**src/rtl/cache_line_fetcher_if.sv**
```systemverilog
// Bundles the request/response streams and the AXI4 read channels of the line fetcher.
interface cache_line_fetcher_if #(
  parameter int unsigned TAGS_WIDTH     = 48,
  parameter int unsigned ADDR_WIDTH     = 64,
  parameter int unsigned DATA_PORT_SIZE = 512
);
  logic                      req_tvalid;
  logic                      req_tready;
  logic [TAGS_WIDTH-1:0]     req_tdata;

  logic                      rsp_tvalid;
  logic                      rsp_tready;
  logic [DATA_PORT_SIZE-1:0] rsp_tdata;
  logic                      rsp_tlast;

  logic [ADDR_WIDTH-1:0]     m_axi_araddr;
  logic [7:0]                m_axi_arlen;
  logic [2:0]                m_axi_arsize;
  logic [1:0]                m_axi_arburst;
  logic                      m_axi_arvalid;
  logic                      m_axi_arready;

  logic [DATA_PORT_SIZE-1:0] m_axi_rdata;
  logic [1:0]                m_axi_rresp;
  logic                      m_axi_rlast;
  logic                      m_axi_rvalid;
  logic                      m_axi_rready;

  modport master (
    input  req_tvalid, req_tdata,
    output req_tready,
    output rsp_tvalid, rsp_tdata, rsp_tlast,
    input  rsp_tready,
    output m_axi_araddr, m_axi_arlen, m_axi_arsize, m_axi_arburst, m_axi_arvalid,
    input  m_axi_arready,
    input  m_axi_rdata, m_axi_rresp, m_axi_rlast, m_axi_rvalid,
    output m_axi_rready
  );

  modport slave (
    output req_tvalid, req_tdata,
    input  req_tready,
    input  rsp_tvalid, rsp_tdata, rsp_tlast,
    output rsp_tready,
    input  m_axi_araddr, m_axi_arlen, m_axi_arsize, m_axi_arburst, m_axi_arvalid,
    output m_axi_arready,
    output m_axi_rdata, m_axi_rresp, m_axi_rlast, m_axi_rvalid,
    input  m_axi_rready
  );
endinterface

```
**src/rtl/cache_line_fetcher.sv**
```systemverilog
// Cache miss refill: one tag in, one AXI4 INCR read burst out, line returned beat by beat.
module cache_line_fetcher #(
  parameter int unsigned TAGS_WIDTH     = 48,
  parameter int unsigned ADDR_WIDTH     = 64,
  parameter int unsigned CACHE_SIZE     = 512,
  parameter int unsigned DATA_PORT_SIZE = 512,
  parameter logic [63:0] BASE_ADDR      = 64'h0
) (
  input  logic                 clk,
  input  logic                 rstn,
  cache_line_fetcher_if.master bus,
  output logic [1:0]           err_status,
  input  logic                 err_clear,
  output logic [31:0]          fetch_count,
  output logic                 busy
);
  localparam int unsigned BEATS      = CACHE_SIZE / DATA_PORT_SIZE;
  localparam int unsigned LINE_SHIFT = $clog2(CACHE_SIZE / 8);
  localparam logic [2:0]  AXI_SIZE   = 3'($clog2(DATA_PORT_SIZE / 8));
  localparam logic [8:0]  BEATS_W    = 9'(BEATS);
  localparam logic [8:0]  LAST_BEAT  = 9'(BEATS - 1);

  localparam logic [1:0] ST_IDLE = 2'd0;
  localparam logic [1:0] ST_AR   = 2'd1;
  localparam logic [1:0] ST_R    = 2'd2;

  logic [1:0]            state;
  logic [8:0]            beat_cnt;
  logic [TAGS_WIDTH-1:0] tag;
  logic [ADDR_WIDTH-1:0] line_addr;
  logic                  req_hs;
  logic                  r_hs;
  logic                  fwd;
  logic [1:0]            err_next;

  assign tag       = bus.req_tdata;
  assign line_addr = ADDR_WIDTH'(BASE_ADDR) + (ADDR_WIDTH'(tag) << LINE_SHIFT);

  // Gated by rstn so the request port stays closed while reset is held.
  assign bus.req_tready   = rstn && (state == ST_IDLE);
  assign bus.m_axi_arvalid = (state == ST_AR);
  assign bus.m_axi_arlen   = 8'(BEATS - 1);
  assign bus.m_axi_arsize  = AXI_SIZE;
  assign bus.m_axi_arburst = 2'b01;
  // Surplus beats past the line end are drained regardless of the response side.
  assign bus.m_axi_rready  = (state == ST_R) &&
                             ((beat_cnt == BEATS_W) || !bus.rsp_tvalid || bus.rsp_tready);
  assign busy = (state != ST_IDLE);

  assign req_hs = bus.req_tvalid && bus.req_tready;
  assign r_hs   = bus.m_axi_rvalid && bus.m_axi_rready;
  assign fwd    = r_hs && (beat_cnt < BEATS_W);

  always_comb begin
    err_next = err_clear ? 2'b00 : err_status;
    if (r_hs && (bus.m_axi_rresp != 2'b00))
      err_next[0] = 1'b1;
    if (r_hs && (!(beat_cnt < BEATS_W) || (bus.m_axi_rlast && (beat_cnt != LAST_BEAT))))
      err_next[1] = 1'b1;
  end

  always_ff @(posedge clk) begin
    if (!rstn) begin
      state            <= ST_IDLE;
      beat_cnt         <= '0;
      bus.m_axi_araddr <= '0;
      err_status       <= '0;
      fetch_count      <= '0;
    end else begin
      err_status <= err_next;
      case (state)
        ST_IDLE: begin
          if (req_hs) begin
            bus.m_axi_araddr <= line_addr;
            state            <= ST_AR;
          end
        end
        ST_AR: begin
          if (bus.m_axi_arready) begin
            beat_cnt <= '0;
            state    <= ST_R;
          end
        end
        ST_R: begin
          if (fwd)
            beat_cnt <= beat_cnt + 9'd1;
          if (r_hs && bus.m_axi_rlast) begin
            fetch_count <= fetch_count + 32'd1;
            state       <= ST_IDLE;
          end
        end
        default: state <= ST_IDLE;
      endcase
    end
  end

  // Output holding register runs independently so a final beat can wait while IDLE accepts.
  always_ff @(posedge clk) begin
    if (!rstn) begin
      bus.rsp_tvalid <= 1'b0;
      bus.rsp_tdata  <= '0;
      bus.rsp_tlast  <= 1'b0;
    end else if (fwd) begin
      bus.rsp_tvalid <= 1'b1;
      bus.rsp_tdata  <= bus.m_axi_rdata;
      bus.rsp_tlast  <= (beat_cnt == LAST_BEAT);
    end else if (bus.rsp_tvalid && bus.rsp_tready) begin
      bus.rsp_tvalid <= 1'b0;
      bus.rsp_tlast  <= 1'b0;
    end
  end
endmodule

```
**src/flat_wrapper.sv**
```systemverilog
// flat-port wrapper written by rule: the top's interface ports become plain ports
module cache_line_fetcher_flat 
#(
  parameter int unsigned TAGS_WIDTH     = 48,
  parameter int unsigned ADDR_WIDTH     = 64,
  parameter int unsigned CACHE_SIZE     = 512,
  parameter int unsigned DATA_PORT_SIZE = 512,
  parameter logic [63:0] BASE_ADDR      = 64'h0
)
  (clk, rstn, err_status, err_clear, fetch_count, busy, bus_req_tvalid, bus_req_tdata, bus_req_tready, bus_rsp_tvalid, bus_rsp_tdata, bus_rsp_tlast, bus_rsp_tready, bus_m_axi_araddr, bus_m_axi_arlen, bus_m_axi_arsize, bus_m_axi_arburst, bus_m_axi_arvalid, bus_m_axi_arready, bus_m_axi_rdata, bus_m_axi_rresp, bus_m_axi_rlast, bus_m_axi_rvalid, bus_m_axi_rready);
  cache_line_fetcher_if #(.TAGS_WIDTH(TAGS_WIDTH), .ADDR_WIDTH(ADDR_WIDTH), .DATA_PORT_SIZE(DATA_PORT_SIZE)) bus_i ();
  input  logic clk;
  input  logic rstn;
  output logic [1:0] err_status;
  input  logic err_clear;
  output logic [31:0] fetch_count;
  output logic busy;
  input wire logic [$bits(bus_i.req_tvalid)-1:0] bus_req_tvalid;
  input wire logic [$bits(bus_i.req_tdata)-1:0] bus_req_tdata;
  output wire logic [$bits(bus_i.req_tready)-1:0] bus_req_tready;
  output wire logic [$bits(bus_i.rsp_tvalid)-1:0] bus_rsp_tvalid;
  output wire logic [$bits(bus_i.rsp_tdata)-1:0] bus_rsp_tdata;
  output wire logic [$bits(bus_i.rsp_tlast)-1:0] bus_rsp_tlast;
  input wire logic [$bits(bus_i.rsp_tready)-1:0] bus_rsp_tready;
  output wire logic [$bits(bus_i.m_axi_araddr)-1:0] bus_m_axi_araddr;
  output wire logic [$bits(bus_i.m_axi_arlen)-1:0] bus_m_axi_arlen;
  output wire logic [$bits(bus_i.m_axi_arsize)-1:0] bus_m_axi_arsize;
  output wire logic [$bits(bus_i.m_axi_arburst)-1:0] bus_m_axi_arburst;
  output wire logic [$bits(bus_i.m_axi_arvalid)-1:0] bus_m_axi_arvalid;
  input wire logic [$bits(bus_i.m_axi_arready)-1:0] bus_m_axi_arready;
  input wire logic [$bits(bus_i.m_axi_rdata)-1:0] bus_m_axi_rdata;
  input wire logic [$bits(bus_i.m_axi_rresp)-1:0] bus_m_axi_rresp;
  input wire logic [$bits(bus_i.m_axi_rlast)-1:0] bus_m_axi_rlast;
  input wire logic [$bits(bus_i.m_axi_rvalid)-1:0] bus_m_axi_rvalid;
  output wire logic [$bits(bus_i.m_axi_rready)-1:0] bus_m_axi_rready;
  assign bus_i.req_tvalid = bus_req_tvalid;
  assign bus_i.req_tdata = bus_req_tdata;
  assign bus_req_tready = bus_i.req_tready;
  assign bus_rsp_tvalid = bus_i.rsp_tvalid;
  assign bus_rsp_tdata = bus_i.rsp_tdata;
  assign bus_rsp_tlast = bus_i.rsp_tlast;
  assign bus_i.rsp_tready = bus_rsp_tready;
  assign bus_m_axi_araddr = bus_i.m_axi_araddr;
  assign bus_m_axi_arlen = bus_i.m_axi_arlen;
  assign bus_m_axi_arsize = bus_i.m_axi_arsize;
  assign bus_m_axi_arburst = bus_i.m_axi_arburst;
  assign bus_m_axi_arvalid = bus_i.m_axi_arvalid;
  assign bus_i.m_axi_arready = bus_m_axi_arready;
  assign bus_i.m_axi_rdata = bus_m_axi_rdata;
  assign bus_i.m_axi_rresp = bus_m_axi_rresp;
  assign bus_i.m_axi_rlast = bus_m_axi_rlast;
  assign bus_i.m_axi_rvalid = bus_m_axi_rvalid;
  assign bus_m_axi_rready = bus_i.m_axi_rready;
  cache_line_fetcher #(.TAGS_WIDTH(TAGS_WIDTH), .ADDR_WIDTH(ADDR_WIDTH), .CACHE_SIZE(CACHE_SIZE), .DATA_PORT_SIZE(DATA_PORT_SIZE), .BASE_ADDR(BASE_ADDR)) u_core (.clk(clk), .rstn(rstn), .bus(bus_i), .err_status(err_status), .err_clear(err_clear), .fetch_count(fetch_count), .busy(busy));
endmodule
```
**config.mk**
```make
export PLATFORM = sky130hd
export DESIGN_NAME = cache_line_fetcher_flat
export DESIGN_NICKNAME = d
export VERILOG_FILES = /design/src/rtl/cache_line_fetcher_if.sv /design/src/rtl/cache_line_fetcher.sv /design/src/flat_wrapper.sv
export SDC_FILE = /design/constraint.sdc
export NUM_CORES = 1
export LEC_CHECK = 0
export ABC_CLOCK_PERIOD_IN_PS = 5940
export CAP_MARGIN = 15
export CORE_AREA = 2 2 463 465
export DETAILED_ROUTE_END_ITERATION = 6
export DIE_AREA = 0 0 465 467
export MAX_ROUTING_LAYER = met4
export PLACE_DENSITY = 0.34
export SKIP_LAST_GASP = 1
export SLEW_MARGIN = 20
export SYNTH_ARGS = -nofsm -noshare
export SYNTH_HDL_FRONTEND = slang
export SYNTH_SLANG_ARGS = --single-unit
```
**constraint.sdc**
```tcl
create_clock -name clk -period 5.94 [get_ports clk]
set_input_delay 1.485 -clock clk [delete_from_list [all_inputs] [get_ports clk]]
set_output_delay 1.485 -clock clk [all_outputs]
set_load 0.01 [all_outputs]
```
# Word level (Yosys, flattened, before mapping)
# Cells that the tools add are included.
totals:
  regBits: 607
  output_inout_bits: 629
  in_bits: 570
  wordCells: 60
op_classes:
  magnitude_cmp: 1
  muxes: 13
  reduce_logical: 28
  n_eq_ne: 7
  addsub: 2
op_table:
  columns: ["operator", "count"]
  rows:
  - ["$add A32 B1 Y32 const B", 1]
  - ["$mux W9", 2]
  - ["$pmux W9 S2", 1]
  - ["$reduce_bool A2 Y1", 6]
  - ["$logic_and A1 B1 Y1", 10]
  - ["$add A9 B1 Y9 const B", 1]
  - ["$eq A9 B1 Y1 const B", 1]
  - ["$logic_not A9 Y1", 1]
  - ["$lt A9 B1 Y1 const B", 1]
  - ["$reduce_bool A9 Y1", 1]
  - ["$mux W2", 4]
  - ["$ne A2 B1 Y1 const B", 3]
  - ["$pmux W2 S3", 1]
  - ["$reduce_and A3 Y1", 2]
  - ["$mux W1", 5]
  - ["$reduce_and A2 Y1", 2]
  - ["$logic_or A1 B1 Y1", 3]
  - ["$eq A2 B1 Y1 const B", 1]
  - ["$eq A2 B2 Y1 const B", 1]
  - ["$logic_not A1 Y1", 2]
  - ["$logic_not A2 Y1", 1]
  - ["$ne A2 B2 Y1 const B", 1]

# Longest topological paths before layout
# Gate-level depths: netlist (run 1).
depth:
  ltp_word: 8
  depth_mapped: 8
  ltp_nobuf: 5

# Least setup slack after synthesis (run 1)
# No wires, ideal clock.
synth_timing:
  path_type: "in2out"
  from: "input bus_rsp_tready"
  to: "output bus_m_axi_rready"
  path_stages: 5
  path_slack_ns: 1.940
  required_ns: 4.455
  t_arrival_ns: 2.515
  path_cell_list: "nand2b_1 a31oi_2 buf_6 clkbuf_1 nor2b_1"
synth_between:
  elab_chain_cells: 2
synth_lines:
  columns: ["element", "line", "text"]
  rows:
  - ["start: declaration", "flat_wrapper.sv:24", "input wire logic [$bits(bus_i.rsp_tready)-1:0] bus_rsp_tready;"]
  - ["$logic_or A1 B1 Y1", "cache_line_fetcher.sv:47", "((beat_cnt == BEATS_W) || !bus.rsp_tvalid || bus.rsp_tready);"]
  - ["$logic_and A1 B1 Y1", "cache_line_fetcher.sv:46", "assign bus.m_axi_rready = (state == ST_R) &&"]
  - ["end: declaration", "flat_wrapper.sv:35", "output wire logic [$bits(bus_i.m_axi_rready)-1:0] bus_m_axi_rready;"]
# Every way passes these cells.

# Worst setup path in the final report (run 1)
# Ends and elaborated chain as after synthesis.

==> metrics.txt, run 1 <==
run status=completed; sequential cell area=0.0122 mm²; largest cells by area after synthesis=dfxtp_1, o21ai_0, a21oi_1, nand3_1, clkbuf_1; Die X=465 µm; Max Root-Sink Buffers=3; maximum number of pins on one net before global-route repair=182; CP max FO=4; Layout area overhead=75.7%; Fmax=196 MHz; RSZ-0062 raised after global routing=false; Worst Clk Skew=0.0244 ns; cts hold-fix bufs=0; Die ar.=0.217 mm²; total grt overflow=0; Worst Hold Class=register to register; post-synth top area share=52.1%; top post-synthesis cells by count=dfxtp_1, o21ai_0, a21oi_1; FF-to-FF path depth=5; routed len/inst=25.0 µm; Arrival @ worst endpoint=3.62 ns; I/O Pins=1199; clk slew on worst S/H paths=0.05 ns; Setup TNS=0 ns; DP HPWL=127000 µm; Yosys reg bits=607; Final Non-Filler Cells=6764; Util after Layout=19.4%; FF-to-FF Start=u_core.beat_cnt[8]; Post-synth EDFFs=0; mean number of vias per cell=3.85; PwrDens=267 mW/mm²; Vias=26.1k; worst-margin pin slew=1.12 ns; PostCTS Resize Cnt=0; initial DRC count=1473; Core Region=0.212 mm²; share of cells above drive strength 1=5.29%; worst vdd ir=0.193 mV; die height=467 µm; Critical Path End=bus_m_axi_rready; CTS tree=done; final setup fails=0; Synth Instances=2843; Worst Setup End Kind=output port; row cnt=169; Initial Utilization=11.0%; cell repeated most along the worst path=clkdlybuf4s50_1; Max stage delay on crit path=0.67 ns; reg2reg setup slack=2.75 ns; Synth Area per Inst=8.20 µm²; CTS Buf Count=89; CP Buf/Inv Count=2; crit path launch type=primary input; Final Critical Period=5.10 ns; Crit Path Category=primary input to output port; first-pass GRT wire length=226000 µm; leakage power=12.8 nW; critical path depth=5; Detail Route Antenna Nets=0; fill count=23.7k; Post-CTS Setup Inserts=0; max-cap viol count=0; GPL Wtd Cong=0.838; Cell Area, Synth=0.0233 mm²; Rel. slew slack=25.0%; initial antenna violation count=94; Min Hold Slack=0.458 ns; vias in the first global route=26.0k; drc violations=0; FFs w/ async S/R, synth=0%; 1st-pass router iterations=5; hold_sp=u_core.bus.m_axi_araddr[11]; PortBufs=1169; Top delay family on crit path=buffers and inverters; H-Tree Depth=3; max-slew violations=0; most common cell in the netlist=dfxtp_1; multi-input logic area=0.00974 mm²; Num Clock Sinks=607; root buffer cell=clkbuf_16; Distinct cells, synth=42; slowest CP cell=clkdlybuf4s50_1; R2R Path End=u_core.bus.rsp_tdata[326]; cell taking the most area after synthesis=dfxtp_1; fin crit share=85.9%; nets=4424; GRT Total Usage=15.3%; WP data required=4.45 ns; Inst Count DP=6579; crit path cell chain=clkdlybuf4s50_1, nand2b_1, a31oi_4, nor2b_1, clkdlybuf4s50_1; Hold Violations, Final=0; DRT Wirelength=169000 µm; CP Launch Point=bus_rsp_tready; Yosys warnings=0; fraction of the yosys area taken by sequential cells=52.1%; worst skew pair latency=0.71 ns; Post-synth top flop=dfxtp_1
cells by family (layout without fill, tap and decap cells):
family | after synthesis | in the layout | synth area share [%]
AOI/OAI and AO/OA | 1128 | 1128 | 24.6
and+or+nand+nor | 736 | 736 | 15.8
DFF | 607 | 607 | 52.1
buffers and inverters | 354 | 1398 | 6.73
muxes | 12 | 12 | 0.515
adders and majority gates | 4 | 4 | 0.215
other | 2 | 58 | 0.0322
worst register-to-register path, stage by stage (launching register included):
cell and delay (ns):
dfxtp_1 0.30, nor3_1 0.65, and3_4 0.93, buf_4 0.59, nand3_1 0.40, a21oi_1 0.23
sequential cells by signal (all words and copies together), names as in the netlist:
register                 flops
u_core.bus.rsp_tdata       512
u_core.bus.m_axi_araddr     48
u_core.fetch_count          32
u_core.beat_cnt              9
u_core.err_status            2
u_core.state                 2
u_core.bus.rsp_tlast         1
u_core.bus.rsp_tvalid        1
metal layers:
metal | part of all wire, % | vias up | GRT usage, %
met1 | 41 | 12600 | 17.2
met4 | 2.2 | 0 | 4.13
met2 | 47 | 1067 | 24.2
met3 | 11 | 240 | 7.10
li1 | - | 12200 | -
met5 | 0 | - | -
power breakdown:
| group | internal, mW | switching, mW |
|---|---|---|
| logic | 0.591 | 0.553 |
| registers | 4.17 | 0.0533 |
| clock network | 3.31 | 2.26 |
| total | 8.07 | 2.87 |
worst min-delay path by stage:
stage	end	slack, ns	cells after the start
2_1_floorplan	u_core.beat_cnt[3]	0.43	1
3_3_place_gp	u_core.beat_cnt[3]	0.45	1
3_5_place_dp	u_core.beat_cnt[3]	0.45	1
4_1_cts	u_core.beat_cnt[3]	0.46	1
5_1_grt	u_core.bus.m_axi_araddr[46]	0.48	2
6_report	u_core.bus.m_axi_araddr[11]	0.46	2
placed cells by master, fill, tap and decap left out, types with 10 or more instances in the layout:
master	instances
a21oi_1	535
buf_12	21
buf_4	43
clkbuf_1	24
clkbuf_16	90
clkbuf_8	13
clkdlybuf4s50_1	1168
clkinv_2	11
conb_1	29
dfxtp_1	607
diode_2	29
mux2i_1	12
nand2_1	127
nand2b_1	13
nand3_1	521
nor4_1	10
o21ai_0	564
o31ai_1	15
or4_1	15
through the flow:
step | power (mW) | cell area, µm² | setup WS, ns
6_report | 10.9 | 41000 | 0.837
5_1_grt | 11.4 | 41000 | 0.802
4_1_cts | 11.2 | 40900 | 0.824
3_5_place_dp | 5.47 | 37900 | 0.846
3_3_place_gp | 5.47 | 37900 | 0.788
2_1_floorplan | 4.66 | 23400 | 1.94
layout make-up:
cell class | count | share of cell area, %
clock inverter | 28 | 1.07
tap | 2821 | 8.62
clock buffer | 127 | 6.16
multi-input combinational | 1909 | 23.8
sequential | 607 | 29.7
timing repair buffer | 1234 | 30.4
antenna | 29 | 0.177
inverter | 9 | 0.101
Power figures use the tool's default switching activity.
==> inputs of run 2 (changes only) <==
CELL_PAD_IN_SITES_DETAIL_PLACEMENT = 2   (was default)
CELL_PAD_IN_SITES_GLOBAL_PLACEMENT = 2   (was default)
CORE_AREA = 2 2 471 473   (was 2 2 463 465)
DIE_AREA = 0 0 473 475   (was 0 0 465 467)
GPL_TIMING_DRIVEN = 0   (was default)
PLACE_DENSITY = 0.49   (was 0.34)
==> run 2 against run 1 <==
Against the previous run:
- count of clock-buffer cells in the layout did not move
- non-clock buffer count rose by 283
- clock power is essentially flat
- first-iteration DRC count fell by 21%
- worst hold slack gained 0.0014 ns
- critical path depth increased by 2
- highest routed layer unchanged
==> metrics.txt, run 2 (synthesis gave the netlist of run 1 again) <==
run status=completed; PostCTS Resize Cnt=0 (unchanged); initial antenna violation count=63 (-33%); max-cap viol count=0 (unchanged); clk slew on worst S/H paths=0.05 ns (about the same); cts hold-fix bufs=0 (unchanged); GRT Total Usage=16.8% (+1.5 points); Worst Setup End Kind=output port; Core Region=0.219 mm² (+3.5%); drc violations=0 (unchanged); nets=4711 (+6.5%); worst-margin pin slew=1.05 ns (-0.0791 ns); multi-input logic area=0.00971 mm² (-0.31%); Min Hold Slack=0.460 ns (+0.00136 ns); row cnt=172 (+1.8%); max-slew violations=0 (unchanged); Final Critical Period=5.58 ns (+0.474 ns); CP max FO=10 (+6); worst skew pair latency=0.72 ns (about the same); root buffer cell=clkbuf_16; Initial Utilization=10.6% (-0.37 points); worst vdd ir=0.205 mV (+6.2%); Layout area overhead=79.9%; Setup TNS=0 ns (unchanged); fill count=25.3k (+6.8%); sequential cell area=0.0122 mm² (unchanged); most frequent cells in the layout=clkdlybuf4s50_1, dfxtp_1, o21ai_0, a21oi_1, nand3_1; first-pass GRT wire length=256000 µm (+13%); fin crit share=93.9% (+8.0 points); biggest registers after layout=u_core.bus.rsp_tdata (512), u_core.bus.m_axi_araddr (48), u_core.fetch_count (32); crit path launch type=primary input; Detail Route Antenna Nets=0 (unchanged); CP Launch Point=bus_rsp_tready; CTS Buf Count=93 (+4.5%); Rel. slew slack=30.3% (+5.3 points); Die ar.=0.225 mm² (+3.5%); share of cells above drive strength 1=6.82% (+1.5 points); R2R Path End=u_core.bus.rsp_tdata[398]; Arrival @ worst endpoint=4.09 ns (+0.47 ns); Vias=27.5k (+5.5%); Critical Path End=bus_m_axi_rready; PortBufs=1168 (-0.086%); final setup fails=0 (unchanged); initial DRC count=1159 (-21%); 1st-pass router iterations=5 (unchanged); DP HPWL=157000 µm (+24%); I/O Pins=1199 (unchanged); mean number of vias per cell=3.86 (+0.18%); die height=475 µm (+1.7%); Worst Hold Class=register to register; Hold Violations, Final=0 (unchanged); WP data required=4.45 ns (about the same); maximum number of pins on one net before global-route repair=14 (-92%); routed len/inst=26.9 µm (+8.0%); Worst Clk Skew=0.0408 ns (+0.0163 ns); number of flip-flops in the largest register=512 (unchanged); DRT Wirelength=192000 µm (+14%); vias in the first global route=29.6k (+13%); Die X=473 µm (+1.7%); Reg with most FFs=u_core.bus.rsp_tdata; FF-to-FF Start=u_core.beat_cnt[1]; Max Root-Sink Buffers=3 (unchanged); reg2reg setup slack=2.79 ns (+0.04 ns); leakage power=13.2 nW (+3.5%); GPL Wtd Cong=0.857 (+2.4%); commonest non-fill, non-tap cell in the layout=clkdlybuf4s50_1; hold path depth=2 (unchanged); PwrDens=264 mW/mm² (-1.3%); Post-CTS Setup Inserts=0 (unchanged); Fmax=179 MHz (-8.5%); final worst slack=0.363 ns (-0.474 ns); CTS tree=done; Num Clock Sinks=607 (unchanged); RSZ-0062 raised after global routing=false; Crit Path Category=primary input to output port; total grt overflow=0 (unchanged); FF-to-FF path depth=8 (+3); pre-CTS WS=0.333 ns (-0.514 ns); H-Tree Depth=3 (unchanged)
run 2: critical path: stages:
cell	delay, ns
clkdlybuf4s50_1	0.43
nand2b_1	0.25
a31oi_2	0.52
buf_6	0.22
clkbuf_1	0.45
nor2b_1	0.14
clkdlybuf4s50_1	0.59
run 2: layer usage:
layer	GRT usage, %	up-vias	share of wire [%]
li1	-	12800	-
met1	17.7	13700	38
met2	29.2	891	50
met3	6.88	185	9.0
met4	3.93	0	2.3
met5	-	-	0
run 2: layout make-up:
type,count,share of cell area [%]
buffer,345,3.68
clock inverter,40,0.958
sequential,607,29.0
tap,2871,8.57
multi-input combinational,1909,23.1
inverter,9,0.0806
antenna,41,0.245
timing repair buffer,1172,28.1
clock buffer,127,6.24
run 2: how the worst min path moves through the flow:
stage | to | startpoint
2_1_floorplan | u_core.beat_cnt[3] | u_core.beat_cnt[3]
3_3_place_gp | u_core.bus.m_axi_araddr[9] | u_core.bus.m_axi_araddr[9]
3_5_place_dp | u_core.bus.m_axi_araddr[7] | u_core.bus.m_axi_araddr[7]
4_1_cts | u_core.bus.m_axi_araddr[7] | u_core.bus.m_axi_araddr[7]
5_1_grt | u_core.bus.m_axi_araddr[34] | u_core.bus.m_axi_araddr[34]
6_report | u_core.bus.m_axi_araddr[8] | u_core.bus.m_axi_araddr[8]
run 2: where the power goes:
part	total (mW)	switching (mW)	internal, mW
Combinational	1.25	0.635	0.612
Sequential	4.23	0.0602	4.17
Clock	5.58	2.33	3.26
Total	11.1	3.02	8.04
run 2: metrics by stage:
| stage | util [%] | std cells | power [mW] | instance area (µm²) |
|---|---|---|---|---|
| 4_1_cts | 19.1 | 7080 | 11.3 | 41800 |
| 2_1_floorplan | - | 2870 | 4.66 | 23400 |
| 3_3_place_gp | 17.7 | 6909 | 5.58 | 38700 |
| 6_report | 19.1 | 7121 | 11.1 | 41900 |
| 5_1_grt | 19.1 | 7114 | 11.5 | 41900 |
| 3_5_place_dp | 17.7 | 6913 | 5.59 | 38800 |
